### src/rtl/fifo_flex.sv
// fifo_flex: single-clock ready/valid FIFO with any DEPTH,
// optional registered output stage, occupancy, high-water and flush.
module fifo_flex #(
    parameter int WIDTH                  = 8,
    parameter int DEPTH                  = 8,
    parameter int REG_OUT                = 0,
    parameter int ALMOST_FULL_THRESHOLD  = 1,
    parameter int ALMOST_EMPTY_THRESHOLD = 1
) (
    input  logic                                clk,
    input  logic                                reset,
    input  logic                                flush,
    output logic                                ready_in,
    input  logic                                valid_in,
    input  logic [WIDTH-1:0]                    data_in,
    input  logic                                ready_out,
    output logic                                valid_out,
    output logic [WIDTH-1:0]                    data_out,
    output logic [$clog2(DEPTH+REG_OUT+1)-1:0] count,
    output logic [$clog2(DEPTH+REG_OUT+1)-1:0] high_water,
    output logic                                almost_full,
    output logic                                almost_empty
);

    localparam int CAP = DEPTH + REG_OUT;
    localparam int CW  = $clog2(CAP + 1);
    localparam int PW  = (DEPTH > 1) ? $clog2(DEPTH) : 1;

    // Thresholds at or above CAP saturate, pinning the flag high.
    localparam int AF_FREE =
        (ALMOST_FULL_THRESHOLD >= CAP) ? CAP : ALMOST_FULL_THRESHOLD;
    localparam int AE_LVL =
        (ALMOST_EMPTY_THRESHOLD >= CAP) ? CAP : ALMOST_EMPTY_THRESHOLD;

    localparam logic [CW-1:0] CAP_C  = CW'(CAP);
    localparam logic [CW-1:0] AF_C   = CW'(AF_FREE);
    localparam logic [CW-1:0] AE_C   = CW'(AE_LVL);
    localparam logic [PW-1:0] LAST_P = PW'(DEPTH - 1);

    logic [WIDTH-1:0] mem [DEPTH];
    logic [PW-1:0]    wr_ptr;
    logic [PW-1:0]    rd_ptr;
    logic             push;
    logic             pop;
    logic             arr_we;
    logic             arr_re;
    logic [CW-1:0]    cnt_nxt;

    // Pointers wrap explicitly so DEPTH need not be a power of two.
    function automatic logic [PW-1:0] wrap_inc(input logic [PW-1:0] p);
        return (p == LAST_P) ? '0 : p + PW'(1);
    endfunction

    // ready_in depends on state only; a full FIFO never takes a push.
    assign ready_in     = (count < CAP_C);
    assign valid_out    = (count != '0);
    assign push         = valid_in && ready_in && !flush;
    assign pop          = valid_out && ready_out && !flush;
    assign almost_full  = ((CAP_C - count) <= AF_C);
    assign almost_empty = (count <= AE_C);

    // Occupancy after this edge's handshakes.
    always_comb begin
        cnt_nxt = count;
        if (push && !pop) begin
            cnt_nxt = count + CW'(1);
        end else if (pop && !push) begin
            cnt_nxt = count - CW'(1);
        end
    end

    // Occupancy and high-water tracking, flush clears both.
    always_ff @(posedge clk or posedge reset) begin
        if (reset) begin
            count      <= '0;
            high_water <= '0;
        end else if (flush) begin
            count      <= '0;
            high_water <= '0;
        end else begin
            count <= cnt_nxt;
            if (cnt_nxt > high_water) begin
                high_water <= cnt_nxt;
            end
        end
    end

    // Array pointers advance on array writes/reads.
    always_ff @(posedge clk or posedge reset) begin
        if (reset) begin
            wr_ptr <= '0;
            rd_ptr <= '0;
        end else if (flush) begin
            wr_ptr <= '0;
            rd_ptr <= '0;
        end else begin
            if (arr_we) begin
                wr_ptr <= wrap_inc(wr_ptr);
            end
            if (arr_re) begin
                rd_ptr <= wrap_inc(rd_ptr);
            end
        end
    end

    // Storage array write port; contents are not reset.
    always_ff @(posedge clk) begin
        if (arr_we) begin
            mem[wr_ptr] <= data_in;
        end
    end

    generate
        if (REG_OUT == 0) begin : g_comb_out
            assign arr_we   = push;
            assign arr_re   = pop;
            assign data_out = mem[rd_ptr];
        end else begin : g_reg_out
            logic             ov;
            logic [WIDTH-1:0] or_q;
            logic [CW-1:0]    arr_cnt;
            logic             or_free;
            logic             arr_empty;
            logic             or_direct;

            // Route pushes/refills between the output register and array.
            always_comb begin
                arr_cnt   = count - CW'(ov);
                or_free   = !ov || pop;
                arr_empty = (arr_cnt == '0);
                or_direct = push && or_free && arr_empty;
                arr_we    = push && !or_direct;
                arr_re    = or_free && !arr_empty && !flush;
            end

            // Output register valid bit.
            always_ff @(posedge clk or posedge reset) begin
                if (reset) begin
                    ov <= 1'b0;
                end else if (flush) begin
                    ov <= 1'b0;
                end else if (or_direct || arr_re) begin
                    ov <= 1'b1;
                end else if (pop) begin
                    ov <= 1'b0;
                end
            end

            // Output data register, refilled in the same edge as a pop.
            always_ff @(posedge clk) begin
                if (or_direct) begin
                    or_q <= data_in;
                end else if (arr_re) begin
                    or_q <= mem[rd_ptr];
                end
            end

            assign data_out = or_q;
        end
    endgenerate

endmodule
### config.mk
export PLATFORM = sky130hd
export DESIGN_NAME = fifo_flex
export DESIGN_NICKNAME = d
export VERILOG_FILES = /design/src/rtl/fifo_flex.sv
export SDC_FILE = /design/constraint.sdc
export NUM_CORES = 1
export LEC_CHECK = 0
export CAP_MARGIN = 30
export CELL_PAD_IN_SITES_DETAIL_PLACEMENT = 1
export CELL_PAD_IN_SITES_GLOBAL_PLACEMENT = 1
export CORE_MARGIN = 8
export CORE_UTILIZATION = 25
export DETAILED_ROUTE_END_ITERATION = 7
export PLACE_DENSITY = 0.53
export SYNTH_ARGS = -nofsm -noshare
export SYNTH_HDL_FRONTEND = slang
export SYNTH_SLANG_ARGS = --single-unit
export TNS_END_PERCENT = 1
### constraint.sdc
create_clock -name clk -period 3.9 [get_ports clk]
set_clock_uncertainty 0.1 [all_clocks]
set_input_delay 0.78 -clock clk [delete_from_list [all_inputs] [get_ports clk]]
set_output_delay 0.78 -clock clk [all_outputs]
set_load 0.005 [all_outputs]
==> results of run 1 <==
[tightest hold or removal path, cell delays in order (launching register included)]
cell,delay [ns]
dfrtp_1,0.40
nand2_1,0.07
a21oi_1,0.06
[stage by stage]
stage / cells / hold slack (ns) / util (%)
global placement: 433 / 0.4389 / 29.78
global route: 449 / 0.5096 / 31.91
finish: 449 / 0.4616 / 31.91
floorplan: 215 / 0.4325 / -
detailed placement: 433 / 0.4519 / 29.78
CTS: 449 / 0.4595 / 31.91
[worst paths after layout]
path	startpoint	endpoint	slack [ns]	cells past startpoint
max in group asynchronous	reset	count[2]$_DFF_PP0_	2.65	2
min in group asynchronous	reset	high_water[1]$_DFFE_PP0P_	0.69	2
setup / recovery	count[0]$_DFF_PP0_	high_water[3]$_DFFE_PP0P_	0.35	13
setup reg to reg	count[0]$_DFF_PP0_	high_water[3]$_DFFE_PP0P_	0.35	13
hold reg to reg	rd_ptr[1]$_DFFE_PP0P_	rd_ptr[1]$_DFFE_PP0P_	0.46	2
hold / removal	rd_ptr[1]$_DFFE_PP0P_	rd_ptr[1]$_DFFE_PP0P_	0.46	2
[flip-flops by register name, summed over array words and instances, names as in the netlist]
name,flops
count,4
rd_ptr,3
wr_ptr,3
high_water,4
mem,64
[Yosys cell counts (2+ instances only)]
cell type / count / area, µm²
ha_1: 11 / 137.6
nor3_1: 4 / 20.02
a21oi_1: 6 / 30.03
nor2_1: 19 / 71.32
nand3_1: 4 / 20.02
edfxtp_1: 64 / 1922
inv_1: 12 / 45.04
dfrtp_1: 14 / 350.3
buf_1: 2 / 7.510
mux4_2: 16 / 360.4
xor2_1: 2 / 17.52
nand2_1: 9 / 33.78
buf_2: 4 / 20.02
nand2b_1: 5 / 31.28
o21ai_0: 4 / 20.02
mux2_2: 8 / 90.09
mux2i_1: 5 / 50.05
clkbuf_1: 3 / 11.26
[area by class of cell]
class,count,share of cell area (%)
flip-flops and latches,78,52.11
clock buffers,10,5.251
inverters,12,1.033
well taps,180,5.165
repair buffers,48,10.10
clock inverters,6,1.406
multi-input cells,115,24.94
[power by group]
| group | switching (mW) | leakage [nW] | internal, mW | total, mW |
|---|---|---|---|---|
| clock | 0.317 | 0.144 | 0.494 | 0.811 |
| sequential | 0.0221 | 0.770 | 0.928 | 0.950 |
| combinational | 0.154 | 0.631 | 0.171 | 0.325 |
[per-layer routing]
| metal | part of all wire [%] | vias up | global-route usage (%) |
|---|---|---|---|
| met1 | 44 | 994 | 10.68 |
| met4 | 1.6 | 0 | 3.119 |
| met3 | 4.3 | 10 | 3.276 |
| li1 | - | 910 | - |
| met5 | 0 | - | 0 |
| met2 | 50 | 27 | 15.11 |
[cells by family (layout without fill, tap and decap cells)]
family / count (synthesis) / count (layout)
XOR/XNOR: 4 / 4
AO/OA/AOI/OAI: 18 / 18
multiplexers: 29 / 29
buffers and inverters: 22 / 76
flip-flops: 78 / 78
adder cells (fa/ha/maj): 11 / 11
AND/OR/NAND/NOR: 53 / 53
==> impl_results.md, run 1 <==
* Worst-margin pin slew at around 0.57 ns
* Critical Path RT at approximately 4 ns
* Post-placement cell area at about 0.004 mm²
* Commonest cells after routing, fill and taps aside: edfxtp_1, clkdlybuf4s50_1, nor2_1, mux4_2, buf_4
* Initial DRT Pass Iterations at 4
* Number of max-cap violations at 0
* DRC viols at 0
* Sequential-to-total area share from yosys stat at ~66%
* Critical path cell sequence: inv_1 > ha_1 > or3b_1 > nor3b_4 > a211o_1 > nand2_1 > inv_1 > ha_1 > nor2b_1 > o21ai_0 > a21oi_1 > mux2i_1 > nor2_1
* Min-delay worst type: reg -> reg
* H-tree depth at 3
* Slew HR at 62.31%
* CTS tree: done
* CTS Buf Count at 9
* Iter 0 DRT Violations at 118
* Hold_buf cts at 0
* Simple-Gate Fraction of Synth Area at under 10%
* Post-route cell area at around 0.0044 mm²
* CP Capture Type: flip-flop
* Period utilisation layout at 91.08%
* Xor-xnor portion of the synthesized cell area at under 10%
* Gr ovfl total at 0
* Core box area at roughly 0.014 mm²
* Slew Viols, Final at 0
* Post-synthesis mux area share at about 14%
* Hold Fails Final Rpt at 0
* Die Height at about 130 µm
* DIE AREA at 0.01784 mm²
* Post-CTS Setup Bufs at 0
* Largest net degree at the start of global routing at 17
* Wire per inst at between 15 and 20 µm
* Tmin final at 3.552 ns
* Initial antenna violation count at 0
* Fmax achieved at 0.2815 GHz
* Port Buffers at 32
* Layout cell share with drive strength beyond 1 at between 20% and 30%
* Max Buffers Root-to-Sink at 2
* Floorplan row count at 43
* Clock-pin slew on the worst setup and hold paths at approximately 0.050 ns
* Slowest cell on crit path: dfrtp_1
* Critical path buffers and inverters at 2
* Crit path arrival time at roughly 3.7 ns
* Total negative setup slack at 0 ns
* Area growth syn-to-layout at 26.22%
* CTS sink cnt at just under 80
* #FFs+latches synth at 78
* Via density at roughly 4.3
* Most used DFF post-synth: edfxtp_1
* Die width at 133.6 µm
* Antenna Cells at 0
* Total GRT Usage at 9.108%
* Register area at ~0.0023 mm²
* Overall power at about 2.1 mW
* Final net count at between 200 and 300
* Compound-Gate Fraction of Synth Area at 3.477%
* Post-Synth Adder-Cell Area at around 4%
* Post-synth EDFFs at 64
* First-pass GRT wire length at ~12 mm
* Number of global-route vias before repair at approximately 2.2k
* Clock latency on the worst-skew pair at between 0.3 and 0.4 ns
* Top delay family on crit path: simple AND/OR/NAND/NOR gates
* Netlist cell types at 41
* Area of the multi-input gates at 0.001087 mm²
* GPL Wtd Cong at slightly above 0.7
* Max rail drop VDD at 207.6 µV
* Synth Cell Area at roughly 0.0035 mm²
* Drt total wl at between 7 and 8 mm
* WS Path Type: reg -> reg
* Most common cell after layout, fill and taps aside: edfxtp_1
* Syn_nets at 239
* Antenna viol nets, final at 0
* Largest family of logic cells by synthesized area: multiplexers
* Final worst setup slack at between 0.3 and 0.4 ns
* Unrepaired setup endpoints after global routing: false
* Synth warnings at 0
* Setup violators final at 0
* Post-DP HPWL at 5.169 mm
* Power density cells at ~480 mW/mm²
* LEAKAGE at 1.545 nW
* Avg Cell Area, Syn at around 16 µm²
* Filler cell count at between 1k and 1.5k
* # resized after CTS at 0
* Status: complete, no violations
* Asr flop ratio synth at approximately 18%
* Vias at between 1.5k and 2k
* Initial Util at 25.28%
* CP max FO at 8
* CP peak stage delay at between 0.4 and 0.5 ns
* Place WS at between 0.03 and 0.04 ns
* Worst setup SP type: flip-flop
* CTS root buf: clkbuf_16
* I/O pin cnt at 33
* Cells after Synth at 215
Note: power is estimated with default switching activity, not from simulation.
==> run 2: changes to the inputs <==
--- a/config.mk
+++ b/config.mk
@@ -8,8 +8,10 @@
 export CAP_MARGIN = 30
 export CELL_PAD_IN_SITES_DETAIL_PLACEMENT = 1
 export CELL_PAD_IN_SITES_GLOBAL_PLACEMENT = 1
+export CORE_ASPECT_RATIO = 0.75
 export CORE_MARGIN = 8
 export CORE_UTILIZATION = 25
+export CTS_CLUSTER_DIAMETER = 120
 export DETAILED_ROUTE_END_ITERATION = 7
 export PLACE_DENSITY = 0.53
 export SYNTH_ARGS = -nofsm -noshare
==> run 2 against run 1 <==
Clock-buffer cell count unchanged; largest cell class unchanged; clock power up 11%; first-iteration DRC count down 18%.
==> impl_results.md, run 2 (synthesized netlist as in run 1, its figures left out) <==
* Status: complete, no violations (unchanged)
* Most flops, register: mem (unchanged)
* Hold_buf cts at 0 (unchanged)
* Total GRT Usage at 9.522% (was 9.108%)
* Place WS at 0.07187 ns (was 0.03249 ns)
* Crit path from: count[0]$_DFF_PP0_ (unchanged)
* Wire per inst at 17.60 µm (was 16.68 µm)
* Max rail drop VDD at 258.0 µV (was 207.6 µV)
* Clock latency on the worst-skew pair at 0.34 ns (was 0.33 ns)
* Core box area at 0.01361 mm² (was 0.01367 mm²)
* Initial antenna violation count at 0 (unchanged)
* Post-CTS Setup Bufs at 0 (unchanged)
* DIE AREA at 0.01787 mm² (was 0.01784 mm²)
* Fmax achieved at 0.2801 GHz (was 0.2815 GHz)
* WS Path Type: reg -> reg (unchanged)
* Port Buffers at 32 (unchanged)
* Overall power at 2.188 mW (was 2.086 mW)
* CTS root buf: clkbuf_16 (unchanged)
* Hold Crit Start: high_water[3]$_DFFE_PP0P_ (was rd_ptr[1]$_DFFE_PP0P_)
* LEAKAGE at 1.555 nW (was 1.545 nW)
* Tmin final at 3.571 ns (was 3.552 ns)
* Critical path buffers and inverters at 2 (unchanged)
* Antenna Cells at 0 (unchanged)
* Largest net degree at the start of global routing at 15 (was 17)
* H-tree depth at 3 (unchanged)
* Slew HR at 62.35% (was 62.31%)
* Worst hold slack at 0.4533 ns (was 0.4616 ns)
* Iter 0 DRT Violations at 97 (was 118)
* Regs by FF count: mem x64, count x4, high_water x4 (unchanged)
* Crit path arrival time at 3.70 ns (was 3.67 ns)
* Final worst setup slack at 0.3292 ns (was 0.3478 ns)
* DRC viols at 0 (unchanged)
* Die width at 151.7 µm (was 133.6 µm)
* Layout cell share with drive strength beyond 1 at 22.68% (was 22.30%)
* Clock-pin slew on the worst setup and hold paths at 0.06 ns (was 0.05 ns)
* Worst setup SP type: flip-flop (unchanged)
* Critical path cell sequence: inv_1 > ha_1 > or3b_1 > nor3b_4 > a211o_1 > nand2_1 > inv_1 > ha_1 > nor2b_1 > o21ai_0 > a21oi_1 > mux2i_1 > nor2_1 (unchanged)
* Max Buffers Root-to-Sink at 2 (unchanged)
* Floorplan row count at 37 (was 43)
* Vias at 1939 (was 1941)
* I/O pin cnt at 33 (unchanged)
* CP peak stage delay at 0.49 ns (about the same)
* CP Capture Type: flip-flop (unchanged)
* # resized after CTS at 0 (unchanged)
* Slowest cell on crit path: or3b_1 (was dfrtp_1)
* Via density at 4.367 (was 4.323)
* First-pass GRT wire length at 12.66 mm (was 12.27 mm)
* CTS Buf Count at 9 (unchanged)
* Hold Fails Final Rpt at 0 (unchanged)
* Area growth syn-to-layout at 27.38% (was 26.22%)
* Number of max-cap violations at 0 (unchanged)
* Power density cells at 497.2 mW/mm² (was 478.4 mW/mm²)
* Die Height at 117.8 µm (was 133.6 µm)
* Worst reg2reg path startpoint: count[0]$_DFF_PP0_ (unchanged)
* CP max FO at 8 (unchanged)
* Period utilisation layout at 91.56% (was 91.08%)
* CTS sink cnt at 78 (unchanged)
* Most common cell after layout, fill and taps aside: edfxtp_1 (unchanged)
* Min-delay worst type: reg -> reg (unchanged)
* Final net count at 288 (unchanged)
* Initial Util at 25.38% (was 25.28%)
* Unrepaired setup endpoints after global routing: false (unchanged)
* Max FFs per register at 64 (unchanged)
* Gr ovfl total at 0 (unchanged)
* Filler cell count at 1442 (was 1463)
* Worst-margin pin slew at 0.5641 ns (was 0.5653 ns)
* Post-DP HPWL at 5.366 mm (was 5.169 mm)
* Number of global-route vias before repair at 2131 (was 2156)
* Top delay family on crit path: simple AND/OR/NAND/NOR gates (unchanged)
* Antenna viol nets, final at 0 (unchanged)
* Drt total wl at 7.813 mm (was 7.489 mm)
* Setup violators final at 0 (unchanged)
* Total negative setup slack at 0 ns (unchanged)
* Critical Path RT at 4.03 ns (was 4.02 ns)
* CTS tree: done (unchanged)
* Slew Viols, Final at 0 (unchanged)
* GPL Wtd Cong at 0.7455 (was 0.7173)
* Commonest cells after routing, fill and taps aside: edfxtp_1, clkdlybuf4s50_1, nor2_1, mux4_2, buf_4 (unchanged)
* Initial DRT Pass Iterations at 4 (unchanged)
[run 2: power breakdown]
part | switching, mW | total (mW) | internal [mW]
logic | 0.156 | 0.333 | 0.177
registers | 0.0238 | 0.951 | 0.927
clock network | 0.338 | 0.904 | 0.566
[run 2: area by class of cell]
cell class / instances / area [µm²] / area share [%]
Inverter: 12 / 45.04 / 1.024
Tap cell: 175 / 219.0 / 4.976
Sequential cell: 78 / 2272 / 51.63
Multi-Input combinational cell: 115 / 1087 / 24.71
Clock inverter: 6 / 95.09 / 2.161
Timing Repair Buffer: 48 / 452.9 / 10.29
Clock buffer: 10 / 229.0 / 5.203
[run 2: routing by layer]
| metal | track usage [%] | vias to the layer above | part of all wire (%) |
|---|---|---|---|
| met3 | 3.073 | 9 | 3.8 |
| met5 | 0 | - | 0 |
| met2 | 14.29 | 26 | 48 |
| li1 | - | 912 | - |
| met1 | 12.45 | 992 | 47 |
| met4 | 3.665 | 0 | 1.4 |
[run 2: tightest hold or removal path, cell delays in order (launching register included)]
cell and delay [ns]:
dfrtp_1 0.37, mux2i_1 0.07, nor2_1 0.08
[run 2: metrics by stage]
stage | std cells | utilization [%] | area [µm²]
4_1_cts | 444 | 32.33 | 4400
6_report | 444 | 32.33 | 4400
3_3_place_gp | 428 | 29.95 | 4076
3_5_place_dp | 428 | 29.95 | 4076
5_1_grt | 444 | 32.33 | 4400
2_1_floorplan | 215 | - | 3455
[run 2: final timing paths]
kind	endpoint	depth (start not counted)	slack (ns)
worst max-delay path	high_water[3]$_DFFE_PP0P_	13	0.33
worst min-delay path	high_water[3]$_DFFE_PP0P_	2	0.45
worst max register to register	high_water[3]$_DFFE_PP0P_	13	0.33
worst min register to register	high_water[3]$_DFFE_PP0P_	2	0.45
max in group asynchronous	wr_ptr[0]$_DFFE_PP0P_	2	2.63
min in group asynchronous	high_water[2]$_DFFE_PP0P_	2	0.69
